**src/rtl/bus_adapter_queued.sv**
```systemverilog
// Generic in-order FIFO used for both adapter queues.
// Latency: a push is visible at the head one cycle later; there is no bypass.
// Backpressure: the caller qualifies push/pop; full/empty come from registered occupancy.
module bus_adapter_fifo #(
    parameter int W     = 8,
    parameter int DEPTH = 2
) (
    input  logic                       clk,
    input  logic                       rst,
    input  logic                       push_vld,
    input  logic [W-1:0]               push_dat,
    input  logic                       pop_vld,
    output logic [W-1:0]               head_dat,
    output logic                       empty,
    output logic                       full,
    output logic [$clog2(DEPTH+1)-1:0] count
);
    localparam int PW = (DEPTH > 1) ? $clog2(DEPTH) : 1;
    localparam int CW = $clog2(DEPTH+1);

    logic [W-1:0]  mem [DEPTH];
    logic [PW-1:0] wr_ptr;
    logic [PW-1:0] rd_ptr;
    logic [CW-1:0] cnt;

    always_ff @(posedge clk or posedge rst) begin
        if (rst) begin
            wr_ptr <= '0;
            rd_ptr <= '0;
            cnt    <= '0;
        end else begin
            if (push_vld) begin
                wr_ptr <= (wr_ptr == PW'(DEPTH-1)) ? '0 : wr_ptr + 1'b1;
            end
            if (pop_vld) begin
                rd_ptr <= (rd_ptr == PW'(DEPTH-1)) ? '0 : rd_ptr + 1'b1;
            end
            case ({push_vld, pop_vld})
                2'b10:   cnt <= cnt + 1'b1;
                2'b01:   cnt <= cnt - 1'b1;
                default: cnt <= cnt;
            endcase
        end
    end

    // Storage is not reset; the head is forced to zero while empty instead.
    always_ff @(posedge clk) begin
        if (push_vld) begin
            mem[wr_ptr] <= push_dat;
        end
    end

    assign empty    = (cnt == '0);
    assign full     = (cnt == CW'(DEPTH));
    assign count    = cnt;
    assign head_dat = empty ? '0 : mem[rd_ptr];
endmodule

// Queued adapter between the loopback interceptor and the bus, with a stall timeout flag.
// Latency: one cycle through either queue (push in N, visible in N+1).
// Backpressure: send ready = !full | pop; bus_rdy_o = !recv_full from registered state only.
module bus_adapter_queued #(
    parameter int ADDR_W         = 4,
    parameter int TAG_W          = 4,
    parameter int DATA_W         = 64,
    parameter int SEND_DEPTH     = 4,
    parameter int RECV_DEPTH     = 2,
    parameter int TIMEOUT_CYCLES = 256
) (
    input  logic                            clk,
    input  logic                            rst,
    input  logic                            loopback_interface_valid,
    output logic                            interface_loopback_ready,
    input  logic [ADDR_W-1:0]               loopback_interface_addr,
    input  logic [TAG_W-1:0]                loopback_interface_tag,
    input  logic [DATA_W-1:0]               loopback_interface_data,
    output logic                            interface_loopback_valid,
    input  logic                            loopback_interface_ready,
    output logic [ADDR_W-1:0]               interface_loopback_addr,
    output logic [TAG_W-1:0]                interface_loopback_tag,
    output logic [DATA_W-1:0]               interface_loopback_data,
    output logic                            bus_val_o,
    input  logic                            bus_ack_i,
    output logic [ADDR_W-1:0]               bus_dst_o,
    output logic [TAG_W-1:0]                bus_tag_o,
    output logic [DATA_W-1:0]               bus_msg_o,
    input  logic                            bus_val_i,
    output logic                            bus_rdy_o,
    input  logic [ADDR_W-1:0]               bus_src_i,
    input  logic [TAG_W-1:0]                bus_tag_i,
    input  logic [DATA_W-1:0]               bus_msg_i,
    output logic [$clog2(SEND_DEPTH+1)-1:0] send_count_o,
    output logic [$clog2(RECV_DEPTH+1)-1:0] recv_count_o,
    output logic                            timeout_err_o,
    input  logic                            timeout_clr_i
);
    localparam int MW = ADDR_W + TAG_W + DATA_W;

    logic          send_push_vld;
    logic          send_pop_vld;
    logic          send_empty;
    logic          send_full;
    logic [MW-1:0] send_head_dat;
    logic          recv_push_vld;
    logic          recv_pop_vld;
    logic          recv_empty;
    logic          recv_full;
    logic [MW-1:0] recv_head_dat;

    assign bus_val_o                = !send_empty;
    assign send_pop_vld             = bus_val_o & bus_ack_i;
    assign interface_loopback_ready = !send_full | send_pop_vld;
    assign send_push_vld            = loopback_interface_valid & interface_loopback_ready;

    bus_adapter_fifo #(.W(MW), .DEPTH(SEND_DEPTH)) u_send_fifo (
        .clk      (clk),
        .rst      (rst),
        .push_vld (send_push_vld),
        .push_dat ({loopback_interface_addr, loopback_interface_tag, loopback_interface_data}),
        .pop_vld  (send_pop_vld),
        .head_dat (send_head_dat),
        .empty    (send_empty),
        .full     (send_full),
        .count    (send_count_o)
    );

    assign {bus_dst_o, bus_tag_o, bus_msg_o} = send_head_dat;

    // Receive ready depends only on stored occupancy, so the interceptor's
    // ready never reaches the bus combinationally.
    assign bus_rdy_o                = !recv_full;
    assign recv_push_vld            = bus_val_i & bus_rdy_o;
    assign interface_loopback_valid = !recv_empty;
    assign recv_pop_vld             = interface_loopback_valid & loopback_interface_ready;

    bus_adapter_fifo #(.W(MW), .DEPTH(RECV_DEPTH)) u_recv_fifo (
        .clk      (clk),
        .rst      (rst),
        .push_vld (recv_push_vld),
        .push_dat ({bus_src_i, bus_tag_i, bus_msg_i}),
        .pop_vld  (recv_pop_vld),
        .head_dat (recv_head_dat),
        .empty    (recv_empty),
        .full     (recv_full),
        .count    (recv_count_o)
    );

    assign {interface_loopback_addr, interface_loopback_tag, interface_loopback_data} = recv_head_dat;

    generate
        if (TIMEOUT_CYCLES > 0) begin : g_tmo
            localparam int TW = $clog2(TIMEOUT_CYCLES+1);
            logic [TW-1:0] stall_cnt;
            logic          err_q;

            // A saturated counter keeps re-setting the flag, so a clear only
            // takes effect once the stall has ended.
            always_ff @(posedge clk or posedge rst) begin
                if (rst) begin
                    stall_cnt <= '0;
                    err_q     <= 1'b0;
                end else begin
                    if (!bus_val_o || bus_ack_i) begin
                        stall_cnt <= '0;
                    end else if (stall_cnt != TW'(TIMEOUT_CYCLES)) begin
                        stall_cnt <= stall_cnt + 1'b1;
                    end
                    if (stall_cnt == TW'(TIMEOUT_CYCLES)) begin
                        err_q <= 1'b1;
                    end else if (timeout_clr_i) begin
                        err_q <= 1'b0;
                    end
                end
            end

            assign timeout_err_o = err_q;
        end else begin : g_no_tmo
            logic unused_clr;
            assign unused_clr    = timeout_clr_i;
            assign timeout_err_o = 1'b0;
        end
    endgenerate
endmodule
```
**config.mk**
```make
export PLATFORM = sky130hd
export DESIGN_NAME = bus_adapter_queued
export DESIGN_NICKNAME = d
export VERILOG_FILES = /design/src/rtl/bus_adapter_queued.sv
export SDC_FILE = /design/constraint.sdc
export NUM_CORES = 1
export LEC_CHECK = 0
export ABC_AREA = 1
export BUFFER_PORTS_ARGS = -buffer_cell sky130_fd_sc_hd__buf_2
export CAP_MARGIN = 40
export CORE_MARGIN = 10
export CORE_UTILIZATION = 37
export DETAILED_ROUTE_END_ITERATION = 8
export GPL_TIMING_DRIVEN = 0
export PLACE_DENSITY = 0.68
export SLEW_MARGIN = 40
export SYNTH_ARGS = -nofsm -noshare
export SYNTH_HDL_FRONTEND = slang
export SYNTH_SLANG_ARGS = --single-unit
```
**constraint.sdc**
```tcl
create_clock -name clk -period 13.2 [get_ports clk]
set_clock_uncertainty 0.2 [all_clocks]
set_input_delay 0 -clock clk [delete_from_list [all_inputs] [get_ports clk]]
set_output_delay 0 -clock clk [all_outputs]
set_load 0.05 [all_outputs]
```
[Word-level counts from Yosys, hierarchy flattened]
Memories as Yosys holds them, arrays and structs flattened.
Cells that the tools add are included.
W data, S select, Z words.
Storage, ports and cells
  bits in writable memories: 432
  memories kept: 2
  output and inout bits: 154
  register bits: 21
  word-level logic and storage cells: 61
  input bits: 151
Cells by class
  multiplexer cells: 16
  reductions and logical operators: 11
  $add $sub $neg: 9
  equality and inequality tests: 10
  bitwise logic cells: 5
Memory list
  u_send_fifo.mem: depth 4, bits a word 72, read ports 1, clocked after memory_dff 0, wr ports 1, line 21  | logic [W-1:0] mem [DEPTH];
  u_recv_fifo.mem: depth 2, bits a word 72, read ports 1, clocked after memory_dff 0, wr ports 1, line 21
Operators by type and width (count)
  $mux W72: 2
  $mux W9: 2
  $eq A2 B2 Y1 const B: 5
  $add A9 B1 Y9 const B: 1
  $eq A9 B9 Y1 const B: 1
  $ne A9 B9 Y1 const B: 1
  $mux W1: 8
  $reduce_bool A2 Y1: 4
  $add A2 B1 Y2 const B: 3
  $pmux W3 S2: 1
  $and A1 B1 Y1: 4
  $eq A2 B1 Y1 const B: 2
  $logic_not A1 Y1: 4
  $mux W2: 2
  $pmux W2 S2: 1
  $add A3 B1 Y3 const B: 1
  $eq A3 B3 Y1 const B: 1
  $logic_not A3 Y1: 1
  $sub A3 B1 Y3 const B: 1
  $add A1 B1 Y1 const B: 2
  $logic_not A2 Y1: 1
  $sub A2 B1 Y2 const B: 1
  $logic_or A1 B1 Y1: 1
  $or A1 B1 Y1: 1

[Depth between registers and ports, before layout]
Gate-level depths: netlist (run 1).
  word-level depth: 7
  gate-level depth with buffers: 10
  gate-level depth less buffers: 10

[Cells and area by module]
A second synthesis (run 1) with hierarchy kept.
Unflattened totals
  cells, all modules: 1690
  area, all modules: 18919.4 µm²
Modules (own cells, without submodules)
  bus_adapter_fifo (u_send_fifo): area an instance 12674.7 µm², sequential area each 8823.5 µm², times used 1, cells each 1188
  bus_adapter_fifo (u_recv_fifo): area an instance 5609.1 µm², sequential area each 4424.2 µm², times used 1, cells each 408
  bus_adapter_queued: area an instance 635.6 µm², sequential area each 250.2 µm², times used 1, cells each 94

[Worst setup path after synthesis (run 1)]
Ideal clock, no wire load.
  path kind: reg-to-reg
  from: register u_send_fifo.cnt[0], in the netlist u_send_fifo.count[0]
  to: memory u_send_fifo.mem[0][0] (netlist name), enable pin
  setup time: 503 ps
  stages on the path, launching flop included: 5
  required time: 12497 ps
  arrival time: 4490 ps
  path buffers: 0
  slack: 8007 ps
  clock period less this slack: 5193 ps
  cells stage by stage: dfrtp_1 nor2_2 nand2_1 nand2_1 nor2_1
Between the ends
  longest elaborated chain between the ends: 7
  elaborated cells between the ends (all ways): 9
  those cells by class: eq/ne: 1; mux: 2; bitwise: 3; reduce/logical: 3
Ends and longest elaborated chain
  start, declared: line 24  | logic [CW-1:0] cnt;
  start signal, assigned: line 39  | 2'b10: cnt <= cnt + 1'b1;
  start signal, assigned: line 40  | 2'b01: cnt <= cnt - 1'b1;
  start signal, assigned: line 41  | default: cnt <= cnt;
  $logic_not A3 Y1: line 53  | assign empty = (cnt == '0);
  $logic_not A1 Y1: line 110  | assign bus_val_o = !send_empty;
  $and A1 B1 Y1: line 111  | assign send_pop_vld = bus_val_o & bus_ack_i;
  $or A1 B1 Y1 *: line 112  | assign interface_loopback_ready = !send_full | send_pop_vld;
  via interface_loopback_ready: line 73  | output logic interface_loopback_ready,
  $and A1 B1 Y1 *: line 113  | assign send_push_vld = loopback_interface_valid & interface_loopback_ready;
  $mux W1 *: line 48  | if (push_vld) begin
  $mux W1 (implied by the code) *: line 49  | mem[wr_ptr] <= push_dat;
  end, declared: line 21
Mark *: on every way through the listed nets, which the timed path passes. The rest lies on a longest branch.

[Final worst setup path (run 1)]
  from: register u_send_fifo.rd_ptr[0]
  to: output port bus_msg_o[45]
Between the ends
  longest elaborated chain between the ends: 2
Ends and longest elaborated chain
  start, declared: line 23  | logic [PW-1:0] rd_ptr;
  start signal, assigned: line 36  | rd_ptr <= (rd_ptr == PW'(DEPTH-1)) ? '0 : rd_ptr + 1'b1;
  $mem_v2 Z4 W72
  $mux W72: line 56  | assign head_dat = empty ? '0 : mem[rd_ptr];
  end, declared: line 86  | output logic [DATA_W-1:0] bus_msg_o,
Every way passes these cells.

==> results of run 1 <==
==> per-stage QoR <==
step / total power [W] / utilization / instances / cell area [µm²] / hold slack (ns)
finish: 0.00652 / 0.532 / 2688 / 24900 / 0.0158
global route: 0.00685 / 0.532 / 2687 / 24900 / 0.00869
floorplan: 0.00417 / - / 1370 / 17600 / -0.223
global placement: 0.00505 / 0.425 / 2281 / 19900 / -0.0122
CTS: 0.00655 / 0.532 / 2686 / 24900 / 0.000448
detailed placement: 0.00514 / 0.437 / 2309 / 20400 / -0.150
==> worst max-delay path: cells and delay by family, from the launching register on <==
| kind | cells | cell delay [ns] |
|---|---|---|
| AOI/OAI and AO/OA | 2 | 0.40 |
| DFF | 1 | 0.40 |
| buffers and inverters | 4 | 1.23 |
==> cell families (layout without fill, tap and decap cells) <==
group	Yosys count	count (layout)
AO/OA/AOI/OAI	308	308
XOR/XNOR	5	5
adder cells (fa/ha/maj)	9	9
buffers and inverters	107	816
flip-flops	453	453
other	0	2
AND/OR/NAND/NOR	488	488
==> worst max path at each step <==
stage	startpoint	end	slack, ns	cells after the start
6_report	u_send_fifo.rd_ptr[0]	bus_msg_o[45]	10.38	6
5_1_grt	u_send_fifo.rd_ptr[0]	bus_msg_o[45]	10.22	6
4_1_cts	u_send_fifo.rd_ptr[0]	bus_msg_o[45]	10.29	6
3_5_place_dp	u_send_fifo.count[2]	u_send_fifo.mem[3][47]	10.56	9
3_3_place_gp	u_send_fifo.count[2]	u_send_fifo.mem[3][41]	6.00	5
2_1_floorplan	u_send_fifo.count[0]	u_send_fifo.mem[0][0]	8.01	4
==> cell usage in the layout (no fill, tap or decap), drive strengths merged, types with 2 or more instances in the layout <==
master and instances:
a21oi 155, buf 385, bufinv 5, clkbuf 89, clkinv 14, dfrtp 21, diode 2, dlygate4sd3 288
edfxtp 432, ha 8, inv 35, nand2 164, nand3 5, nand4 2, nor2 314, o21ai 153
xnor2 3, xor2 2
==> report_power, final <==
group	internal, W	switching, W	total, W
Sequential	0.00190	0.0000783	0.00198
Clock	0.000788	0.000548	0.00134
Combinational	0.000758	0.00245	0.00320
Total	0.00345	0.00307	0.00652
==> registers in the layout, summed over array words and instances (netlist names) <==
signal / cells
u_send_fifo.wr_ptr: 2
u_send_fifo.count: 3
u_send_fifo.mem: 288
u_recv_fifo.count: 2
u_recv_fifo.mem: 144
u_recv_fifo.rd_ptr: 1
timeout_err_o: 1
u_recv_fifo.wr_ptr: 1
g_tmo.stall_cnt: 9
u_send_fifo.rd_ptr: 2
==> layout make-up <==
class                           instances  area [µm²]  share of cell area
Sequential cell                       453       13500               0.543
Timing Repair Buffer                  620        4940               0.199
Multi-Input combinational cell        810        3620               0.145
Clock buffer                           66        1300              0.0523
Tap cell                              607         759              0.0305
Buffer                                 76         387              0.0155
Clock inverter                         23         250              0.0101
Inverter                               31         116             0.00468
Antenna cell                            2        5.00            0.000201
==> per-layer routing <==
layer  vias to the layer above  part of all wire  global-route usage
met5                         -            0.0010                   0
met4                        10             0.029              0.0637
met3                       116              0.10              0.0642
met2                       615              0.49               0.317
met1                      6424              0.37               0.202
li1                       6195                 -                   -
==> PnR_summary.wiki, run 1 <==
{| class="wikitable"
! Metric !! Value
|-
| Run status || finished, final reports clean
|-
| Hold Crit Start || loopback_interface_tag[2]
|-
| Dominant combinational cell family by area after synthesis || simple AND/OR/NAND/NOR gates
|-
| I/O Pins || 305
|-
| Maximum buffer depth of the clock tree || 3
|-
| Remaining routing DRC violations || 0
|-
| Top post-synthesis cells by count || edfxtp_1 (432), nor2_1 (312), nand2_1 (162)
|-
| Synth async-reset ratio || 0.0464
|-
| Number of nets in the layout || 2200
|-
| Hold depth || 2
|-
| Post-synthesis mux area share || 0
|-
| Number of buffers inserted for hold repair after clock tree synthesis || 288
|-
| Most frequent cell after synthesis || edfxtp_1
|-
| Reg-to-reg startpoint || u_send_fifo.count[2]
|-
| Worst-case hold path end point || u_send_fifo.mem[1][66]
|-
| Leftover overflow at the end of global routing || 0
|-
| Yosys top cell area share || 0.738
|-
| Total global routing track utilization || 0.181
|-
| Setup Total Neg Slack || 0 ns
|-
| Largest net degree at the start of global routing || 22
|-
| Achievable Freq || roughly 0.35 GHz
|-
| Share of synthesized cell area in and, or, nand and nor gates || 0.106
|-
| Adder and majority cell fraction of the synthesized area || 0.00684
|-
| Most Frequent Cell on Critical Path || buf_2
|-
| Count of flip-flops with a built-in enable after synthesis || roughly 430
|-
| Worst Reg-to-Reg Cells || 9
|-
| Vias in the first global route || 14025
|-
| Class of the most critical hold timing path || input pin to flop
|-
| First-pass GRT wire length || 80.4 mm
|-
| Fin crit period || 2.82 ns
|-
| Total count of max-transition violations in the final report || 0
|-
| Total iterations of the first detailed-routing run || 5
|-
| Sink count of the clock tree || ~450
|-
| Core ar. || about 0.047 mm²
|-
| Headroom to the max-slew limit || 0.576
|-
| Wire length reported by the detailed router || between 50 and 60 mm
|-
| Mapped Avg Cell Area || approximately 13 µm²
|-
| Count of final hold-check violations || 0
|-
| Cell type with the largest total area after synthesis || edfxtp_1
|-
| Slew at the pin closest to its max-slew limit || 0.636 ns
|-
| Post-synthesis xor/xnor area fraction || 0.00249
|-
| Sequential element share of the synthesized area || 0.768
|-
| Share of cells above drive strength 1 || 0.223
|-
| Type of origin of the critical path || flop
|-
| Number of buffers inserted by post-CTS setup repair || 0
|-
| Final clock period utilization by the worst path || 0.214
|-
| Count of port buffers added during placement || roughly 300
|-
| Register bit total from synthesis || 453
|-
| RSZ-0062 raised after global routing || false
|-
| Synthesis-to-layout area growth || 41.5%
|-
| Critical Path Slowest Stage Cell || dfrtp_1
|-
| Number of DRC violations after detailed-routing iteration 0 || between 1000 and 1500
|-
| Arr. time, crit path || about 2.6 ns
|-
| Worst-path cell chain || inv_2, buf_2, clkbuf_2, o21ai_1, a21oi_1, buf_2
|-
| Reg-to-reg slack, setup || approximately 11 ns
|-
| Reported leakage power || between 9 and 10 nW
|-
| Total vias in the final route || around 13000
|-
| Worst-path clk slew || around 0.060 ns
|-
| Synth Instances || between 1000 and 1500
|-
| Count of cells resized by post-cts repair || 0
|-
| Warning count from the yosys run || 0
|-
| Cell variety after synth || 27
|-
| Number of antenna violations at the first check in global routing || 7
|-
| FP Rows || slightly below 80
|-
| Reg2reg end || u_send_fifo.mem[3][47]
|-
| Synth Cell Area || around 0.018 mm²
|-
| Final setup vio count || 0
|-
| Dominant synthesized flop cell || edfxtp_1
|-
| Data required time of the critical path || between 10 and 15 ns
|-
| TritonCTS clock tree || yes
|-
| WL/cell || ~20 µm
|-
| Number of antenna-violating nets in the routed design || 0
|-
| Slack of the critical path || around 10 ns
|-
| Die area || 0.0566 mm²
|-
| Critical Path Fanout Max || 10
|-
| Initial core utilization || 0.376
|-
| Kind of critical path || flop to output port
|-
| Synth Area in Compound Gates || 0.0877
|-
| RD Place Congestion || about 0.8
|-
| Cts bufs inserted || 48
|-
| Post-synthesis net count || approximately 1500
|-
| Main area contributors after synthesis || edfxtp_1 (74%), nor2_1 (6.7%), a21oi_1 (4.4%), nand2_1 (3.5%), dfrtp_1 (3.0%)
|-
| Post-DR vias/cell || 4.97
|-
| Worst setup EP type || output port
|-
| Clock root buffer || clkbuf_16
|-
| Die boundary height || between 200 and 250 µm
|-
| Die width || 238 µm
|-
| Setup WS pre-CTS || about 11 ns
|-
| Max-capacitance violation count || 0
|-
| Power Density || 262 mW/mm²
|-
| Delay contributed by the slowest stage of the critical path || 0.40 ns
|-
| DP HPWL || 33.2 mm
|-
| Depth of the CTS H-tree || 2
|-
| Filler Cells Inserted || 3707
|-
| Skew-Pair Late Insertion Delay || around 0.57 ns
|-
| Worst vdd rail ir drop || 0.000223 V
|}
No activity file was read; power rests on OpenSTA's default activity.
==> run 2: changes to the inputs <==
--- a/config.mk
+++ b/config.mk
@@ -12,7 +12,7 @@
 export CORE_UTILIZATION = 37
 export DETAILED_ROUTE_END_ITERATION = 8
 export GPL_TIMING_DRIVEN = 0
-export PLACE_DENSITY = 0.68
+export PLACE_DENSITY = 0.7
 export SLEW_MARGIN = 40
 export SYNTH_ARGS = -nofsm -noshare
 export SYNTH_HDL_FRONTEND = slang
==> constraint.sdc (replaced) <==
create_clock -name clk -period 2.4 [get_ports clk]
set_clock_uncertainty 0.2 [all_clocks]
set_input_delay 0 -clock clk [delete_from_list [all_inputs] [get_ports clk]]
set_output_delay 0 -clock clk [all_outputs]
set_load 0.05 [all_outputs]
==> PnR_summary.wiki, run 2 (same netlist as run 1, synthesis figures left out) <==
{| class="wikitable"
! Metric !! Value
|-
| Run status || finished with violations (was finished, final reports clean)
|-
| Failing checks || negative setup slack
|-
| Critical path buffer and inverter count || 4 (unchanged)
|-
| Skew-Pair Late Insertion Delay || 0.57 ns (about the same)
|-
| Top reg by flops || u_send_fifo.mem (unchanged)
|-
| Final setup vio count || 3 (was 0)
|-
| Die width || 238 µm (unchanged)
|-
| Delay contributed by the slowest stage of the critical path || 0.50 ns (was 0.40 ns)
|-
| Count of port buffers added during placement || 304 (unchanged)
|-
| Launching instance or port of the critical path || u_send_fifo.rd_ptr[0] (unchanged)
|-
| Hold Crit Start || loopback_interface_tag[2] (unchanged)
|-
| Number of DRC violations after detailed-routing iteration 0 || 987 (was 1007)
|-
| Most frequent cells in the layout || edfxtp_1 (432), nor2_1 (305), dlygate4sd3_1 (286) (was edfxtp_1 (432), buf_2 (342), nor2_1 (306))
|-
| Cts bufs inserted || 48 (unchanged)
|-
| Largest net degree at the start of global routing || 22 (unchanged)
|-
| Count of final hold-check violations || 0 (unchanged)
|-
| Leftover overflow at the end of global routing || 0 (unchanged)
|-
| Total iterations of the first detailed-routing run || 5 (unchanged)
|-
| Number of antenna-violating nets in the routed design || 0 (unchanged)
|-
| Commonest non-fill, non-tap cell in the layout || edfxtp_1 (unchanged)
|-
| Total placed instance area || 0.0206 mm² (was 0.0204 mm²)
|-
| Wire length reported by the detailed router || 54.0 mm (was 52.5 mm)
|-
| Slack of the critical path || -0.0388 ns (was 10.38 ns)
|-
| Arr. time, crit path || 2.24 ns (was 2.62 ns)
|-
| First-pass GRT wire length || 82.1 mm (was 80.4 mm)
|-
| Worst setup EP type || output port (unchanged)
|-
| DP HPWL || 33.3 mm (was 33.2 mm)
|-
| Post-DR vias/cell || 5.01 (was 4.97)
|-
| Die boundary height || 238 µm (unchanged)
|-
| Maximum buffer depth of the clock tree || 3 (unchanged)
|-
| Reported leakage power || 9.83 nW (was 9.51 nW)
|-
| TritonCTS clock tree || yes (unchanged)
|-
| Setup Total Neg Slack || -0.0683 ns (was 0 ns)
|-
| Vias in the first global route || 13978 (was 14025)
|-
| Depth of the CTS H-tree || 2 (unchanged)
|-
| Data required time of the critical path || 2.20 ns (was 13.00 ns)
|-
| Tot Pwr || 0.0381 W (was 0.00652 W)
|-
| Largest registers ranked by flip-flop count || u_send_fifo.mem: 288 flops, u_recv_fifo.mem: 144 flops, g_tmo.stall_cnt: 9 flops (unchanged)
|-
| Achievable Freq || between 0.4 and 0.5 GHz
|-
| Remaining routing DRC violations || 0 (unchanged)
|-
| Number of placed instances with taps included || 2308 (was 2309)
|-
| Power Density || 1480 mW/mm² (was 262 mW/mm²)
|-
| I/O Pins || 305 (unchanged)
|-
| Core ar. || 0.0468 mm² (unchanged)
|-
| Critical Path Slowest Stage Cell || dfrtp_2 (was dfrtp_1)
|-
| Max-capacitance violation count || 0 (unchanged)
|-
| Kind of critical path || flop to output port (unchanged)
|-
| Die area || 0.0566 mm² (unchanged)
|-
| Reg-to-reg startpoint || u_send_fifo.count[2] (unchanged)
|-
| Flip-flop count of the largest register, all copies and words added || 288 (unchanged)
|-
| Number of antenna violations at the first check in global routing || 6 (was 7)
|-
| Fin crit period || between 2 and 2.5 ns
|-
| Final design area excluding fillers || 0.0258 mm² (was 0.0249 mm²)
|-
| Initial core utilization || 0.376 (unchanged)
|-
| Type of origin of the critical path || flop (unchanged)
|-
| RD Place Congestion || 0.844 (was 0.807)
|-
| Family with the most delay on the worst path || buffers and inverters (unchanged)
|-
| Sink count of the clock tree || 453 (unchanged)
|-
| Number of standard cells in the final layout excluding fillers || 2697 (was 2688)
|-
| Worst-path cell chain || buf_12, buf_12, buf_12, nor2_1, nor2_1, o21ai_1, a21oi_2, buf_6 (was inv_2, buf_2, clkbuf_2, o21ai_1, a21oi_1, buf_2)
|-
| WL/cell || 20.0 µm (was 19.5 µm)
|-
| Worst vdd rail ir drop || 0.00141 V (was 0.000223 V)
|-
| Slew at the pin closest to its max-slew limit || 0.512 ns (was 0.636 ns)
|-
| Synthesis-to-layout area growth || 46.9% (was 41.5%)
|-
| Total count of max-transition violations in the final report || 0 (unchanged)
|-
| FP Rows || 79 (unchanged)
|-
| Final clock period utilization by the worst path || 1.02
|-
| Clock root buffer || clkbuf_16 (unchanged)
|-
| Total vias in the final route || 13502 (was 13360)
|-
| Headroom to the max-slew limit || 0.658 (was 0.576)
|-
| Class of the most critical hold timing path || input pin to flop (unchanged)
|-
| Share of cells above drive strength 1 || 0.265 (was 0.223)
|-
| Critical Path Fanout Max || 6 (was 10)
|-
| Most Frequent Cell on Critical Path || buf_12 (was buf_2)
|-
| Number of nets in the layout || 2208 (was 2200)
|-
| Worst-path clk slew || 0.06 ns (about the same)
|-
| Total global routing track utilization || 0.185 (was 0.181)
|-
| RSZ-0062 raised after global routing || true (was false)
|}
-- run 2: cell types whose count changed in the layout (fill, tap and decap cells not counted), sizes merged --
| cell | change |
|---|---|
| bufinv | -1 |
| inv | -1 |
| clkinv | +5 |
| clkinvlp | +6 |
| diode | +2 |
| dlygate4sd3 | -2 |
| buf | -3 |
| clkbuf | +1 |
| bufbuf | +2 |
-- run 2: cell type report --
cell class	count	area, µm²
Tap cell	607	759
Antenna cell	4	10.0
Fill cell	3585	20900
Sequential cell	453	13500
Clock inverter	32	304
Multi-Input combinational cell	810	3820
Inverter	31	131
Buffer	76	604
Clock buffer	56	1230
Timing Repair Buffer	628	5450
-- run 2: worst paths after layout --
| check | endpoint | slack (ns) | depth (start not counted) |
|---|---|---|---|
| max | bus_msg_o[63] | -0.04 | 8 |
| min | u_send_fifo.mem[0][66] | 0.04 | 2 |
| max reg2reg | u_send_fifo.mem[0][34] | 0.16 | 8 |
| min reg2reg | timeout_err_o | 0.32 | 2 |
| max in group asynchronous | u_send_fifo.count[2] | 1.29 | 4 |
| min in group asynchronous | u_send_fifo.count[0] | 0.35 | 4 |
-- run 2: worst reg2reg max path: cells and delay by family, from the launching register on --
| kind | cells | cell delay (ns) |
|---|---|---|
| DFF | 1 | 0.42 |
| and+or+nand+nor | 4 | 0.65 |
| buffers and inverters | 4 | 0.67 |
-- run 2: report_power, final --
part | total (W) | switching [W] | internal (W)
clock network | 0.00726 | 0.00312 | 0.00414
logic | 0.0199 | 0.0140 | 0.00592
registers | 0.0110 | 0.000517 | 0.0105
-- run 2: per-stage QoR --
stage               hold slack (ns)  utilization  setup slack, ns
global placement            -0.0125        0.427           -0.896
global route                 0.0232        0.552           -0.121
finish                       0.0358        0.552          -0.0388
CTS                         0.00137        0.545          -0.0714
floorplan                    -0.224            -           -0.219
detailed placement           -0.152        0.440          -0.0932
-- run 2: what timing repair did --
action / in CTS / in global routing
resized for setup: 176 / 99
buffers inserted: 0 / 7
hold endpoints to repair: 695 / 4
pin swaps: 9 / 16
hold buffers: 285 / 1
gates cloned: 3 / 1
setup endpoints to repair: 124 / 115
-- run 2: layer usage --
metal	part of all wire	GRT usage	routed length [µm]	up-vias
li1	-	-	-	6211
met1	0.38	0.213	20300	6545
met2	0.50	0.326	27100	654
met3	0.098	0.0550	5280	86
met4	0.024	0.0571	1310	6
met5	0.00056	0	30	-
==> run 3: changes to the inputs <==
--- a/config.mk
+++ b/config.mk
@@ -9,10 +9,10 @@
 export BUFFER_PORTS_ARGS = -buffer_cell sky130_fd_sc_hd__buf_2
 export CAP_MARGIN = 40
 export CORE_MARGIN = 10
-export CORE_UTILIZATION = 37
+export CORE_UTILIZATION = 45
 export DETAILED_ROUTE_END_ITERATION = 8
 export GPL_TIMING_DRIVEN = 0
-export PLACE_DENSITY = 0.7
+export PLACE_DENSITY = 0.8
 export SLEW_MARGIN = 40
 export SYNTH_ARGS = -nofsm -noshare
 export SYNTH_HDL_FRONTEND = slang
==> PnR_summary.wiki, run 3 (same netlist as run 1, synthesis figures left out) <==
{| class="wikitable"
! Metric !! Value
|-
| Worst vdd rail ir drop || 0.00128 V (was 0.00141 V)
|-
| I/O Pins || 305 (unchanged)
|-
| Most frequent cells in the layout || edfxtp_1 (432), nor2_1 (283), dlygate4sd3_1 (267) (was edfxtp_1 (432), nor2_1 (305), dlygate4sd3_1 (286))
|-
| Worst-path cell chain || buf_12, buf_12, buf_8, nor2_1, nor2_1, o21ai_1, a21oi_1, buf_4 (was buf_12, buf_12, buf_12, nor2_1, nor2_1, o21ai_1, a21oi_2, buf_6)
|-
| Data required time of the critical path || 2.20 ns (about the same)
|-
| Count of port buffers added during placement || 304 (unchanged)
|-
| Arr. time, crit path || 2.27 ns (was 2.24 ns)
|-
| Final setup vio count || 5 (was 3)
|-
| WL/cell || 22.5 µm (was 20.0 µm)
|-
| Core ar. || 0.0386 mm² (was 0.0468 mm²)
|-
| Number of placed instances with taps included || 2219 (was 2308)
|-
| Worst setup EP type || output port (unchanged)
|-
| Share of cells above drive strength 1 || 0.275 (was 0.265)
|-
| Type of origin of the critical path || flop (unchanged)
|-
| Die area || 0.0474 mm² (was 0.0566 mm²)
|-
| Remaining routing DRC violations || 0 (unchanged)
|-
| Tot Pwr || 0.0382 W (was 0.0381 W)
|-
| Leftover overflow at the end of global routing || 0 (unchanged)
|-
| Failing checks || negative setup slack (unchanged)
|-
| Slack of the critical path || -0.0749 ns (was -0.0388 ns)
|-
| Commonest non-fill, non-tap cell in the layout || edfxtp_1 (unchanged)
|-
| Final clock period utilization by the worst path || 1.03 (was 1.02)
|-
| Clock root buffer || clkbuf_16 (unchanged)
|-
| Max-capacitance violation count || 0 (unchanged)
|-
| DP HPWL || 32.4 mm (was 33.3 mm)
|-
| Family with the most delay on the worst path || buffers and inverters (unchanged)
|-
| Number of antenna-violating nets in the routed design || 0 (unchanged)
|-
| Die boundary height || 218 µm (was 238 µm)
|-
| Depth of the CTS H-tree || 2 (unchanged)
|-
| Synthesis-to-layout area growth || 44.8% (was 46.9%)
|-
| Total global routing track utilization || 0.228 (was 0.185)
|-
| Skew-Pair Late Insertion Delay || 0.57 ns (about the same)
|-
| Sink count of the clock tree || 453 (unchanged)
|-
| Worst-path clk slew || 0.06 ns (about the same)
|-
| Power Density || 1500 mW/mm² (was 1480 mW/mm²)
|-
| Total iterations of the first detailed-routing run || 5 (unchanged)
|-
| Total count of max-transition violations in the final report || 0 (unchanged)
|-
| Post-DR vias/cell || 5.55 (was 5.01)
|-
| Achievable Freq || 0.404 GHz (was 0.410 GHz)
|-
| Number of nets in the layout || 2185 (was 2208)
|-
| Kind of critical path || flop to output port (unchanged)
|-
| Critical Path Fanout Max || 7 (was 6)
|-
| Vias in the first global route || 14524 (was 13978)
|-
| Number of standard cells in the final layout excluding fillers || 2579 (was 2697)
|-
| Count of final hold-check violations || 0 (unchanged)
|-
| Delay contributed by the slowest stage of the critical path || 0.47 ns (was 0.50 ns)
|-
| Critical Path Slowest Stage Cell || dfrtp_2 (unchanged)
|-
| Total placed instance area || 0.0204 mm² (was 0.0206 mm²)
|-
| RD Place Congestion || 0.857 (was 0.844)
|-
| Cts bufs inserted || 46 (was 48)
|-
| Wire length reported by the detailed router || 58.0 mm (was 54.0 mm)
|-
| Critical path buffer and inverter count || 4 (unchanged)
|-
| Headroom to the max-slew limit || 0.556 (was 0.658)
|-
| Die width || 218 µm (was 238 µm)
|-
| Setup WS pre-CTS || 0.106 ns (was -0.0932 ns)
|-
| TritonCTS clock tree || yes (unchanged)
|-
| Top reg by flops || u_send_fifo.mem (unchanged)
|-
| Maximum buffer depth of the clock tree || 3 (unchanged)
|-
| Slew at the pin closest to its max-slew limit || 0.665 ns (was 0.512 ns)
|-
| Largest net degree at the start of global routing || 22 (unchanged)
|-
| Number of DRC violations after detailed-routing iteration 0 || 1570 (was 987)
|-
| FP Rows || 72 (was 79)
|-
| Number of antenna violations at the first check in global routing || 6 (unchanged)
|-
| Setup Total Neg Slack || -0.225 ns (was -0.0683 ns)
|-
| Final design area excluding fillers || 0.0254 mm² (was 0.0258 mm²)
|-
| First-pass GRT wire length || 84.8 mm (was 82.1 mm)
|-
| Largest registers ranked by flip-flop count || u_send_fifo.mem: 288 flops, u_recv_fifo.mem: 144 flops, g_tmo.stall_cnt: 9 flops (unchanged)
|-
| Flip-flop count of the largest register, all copies and words added || 288 (unchanged)
|-
| Fin crit period || 2.47 ns (was 2.44 ns)
|-
| Total vias in the final route || 14321 (was 13502)
|-
| Initial core utilization || 0.455 (was 0.376)
|-
| Class of the most critical hold timing path || input pin to flop (unchanged)
|-
| Run status || finished with violations (unchanged)
|-
| RSZ-0062 raised after global routing || true (unchanged)
|-
| Reported leakage power || 9.71 nW (was 9.83 nW)
|}
run 3: changes by cell type in the layout (fill, tap and decap cells not counted), sizes merged:
cell	before	now
diode	4	5
clkinvlp	6	2
buf	382	372
clkinv	19	20
bufbuf	2	0
dlygate4sd3	286	267
inv	34	33
bufinv	4	5
clkbuf	90	94
run 3: layer usage:
layer | part of all wire | GRT usage | vias to the layer above
met1 | 0.35 | 0.266 | 6849
met4 | 0.041 | 0.0918 | 4
li1 | - | - | 6161
met3 | 0.12 | 0.0699 | 193
met5 | 0.00083 | 0 | -
met2 | 0.49 | 0.387 | 1114
run 3: layout make-up:
class | count | area (µm²)
flip-flops and latches | 453 | 13500
diodes | 5 | 12.5
fillers | 2429 | 13200
clock buffers | 50 | 1190
repair buffers | 608 | 5200
well taps | 518 | 648
multi-input cells | 810 | 3900
plain buffers | 75 | 567
clock inverters | 29 | 283
inverters | 31 | 129
run 3: per-stage QoR:
step / utilization / hold WS [ns]
floorplan: - / -0.224
global placement: 0.514 / -0.0123
detailed placement: 0.528 / -0.161
CTS: 0.643 / 0.000609
global route: 0.658 / 0.0186
finish: 0.658 / 0.0351
run 3: repair_timing:
item,in CTS,in global routing
hold endpoints to repair,667,0
setup buffers,1,2
gates cloned,1,6
resized for setup,124,154
hold buffers,267,0
endpoints found under the setup margin,106,104
pin swaps,3,34
run 3: power breakdown:
group	switching [W]	internal (W)
combinational	0.0143	0.00576
clock	0.00304	0.00411
sequential	0.000564	0.0105
total	0.0179	0.0203
run 3: path summary, 6_finish.rpt:
check                                            from                endpoint  slack [ns]  depth (start not counted)
max in group asynchronous                         rst    u_recv_fifo.count[0]        1.28                          4
min in group asynchronous                         rst   u_send_fifo.wr_ptr[1]        0.37                          4
max reg2reg                      u_send_fifo.count[2]  u_send_fifo.mem[0][43]        0.11                          9
max                             u_send_fifo.rd_ptr[0]           bus_msg_o[31]       -0.07                          8
min                        loopback_interface_data[2]   u_send_fifo.mem[0][2]        0.04                          2
min reg2reg                      u_send_fifo.count[0]    u_send_fifo.count[0]        0.33                          1
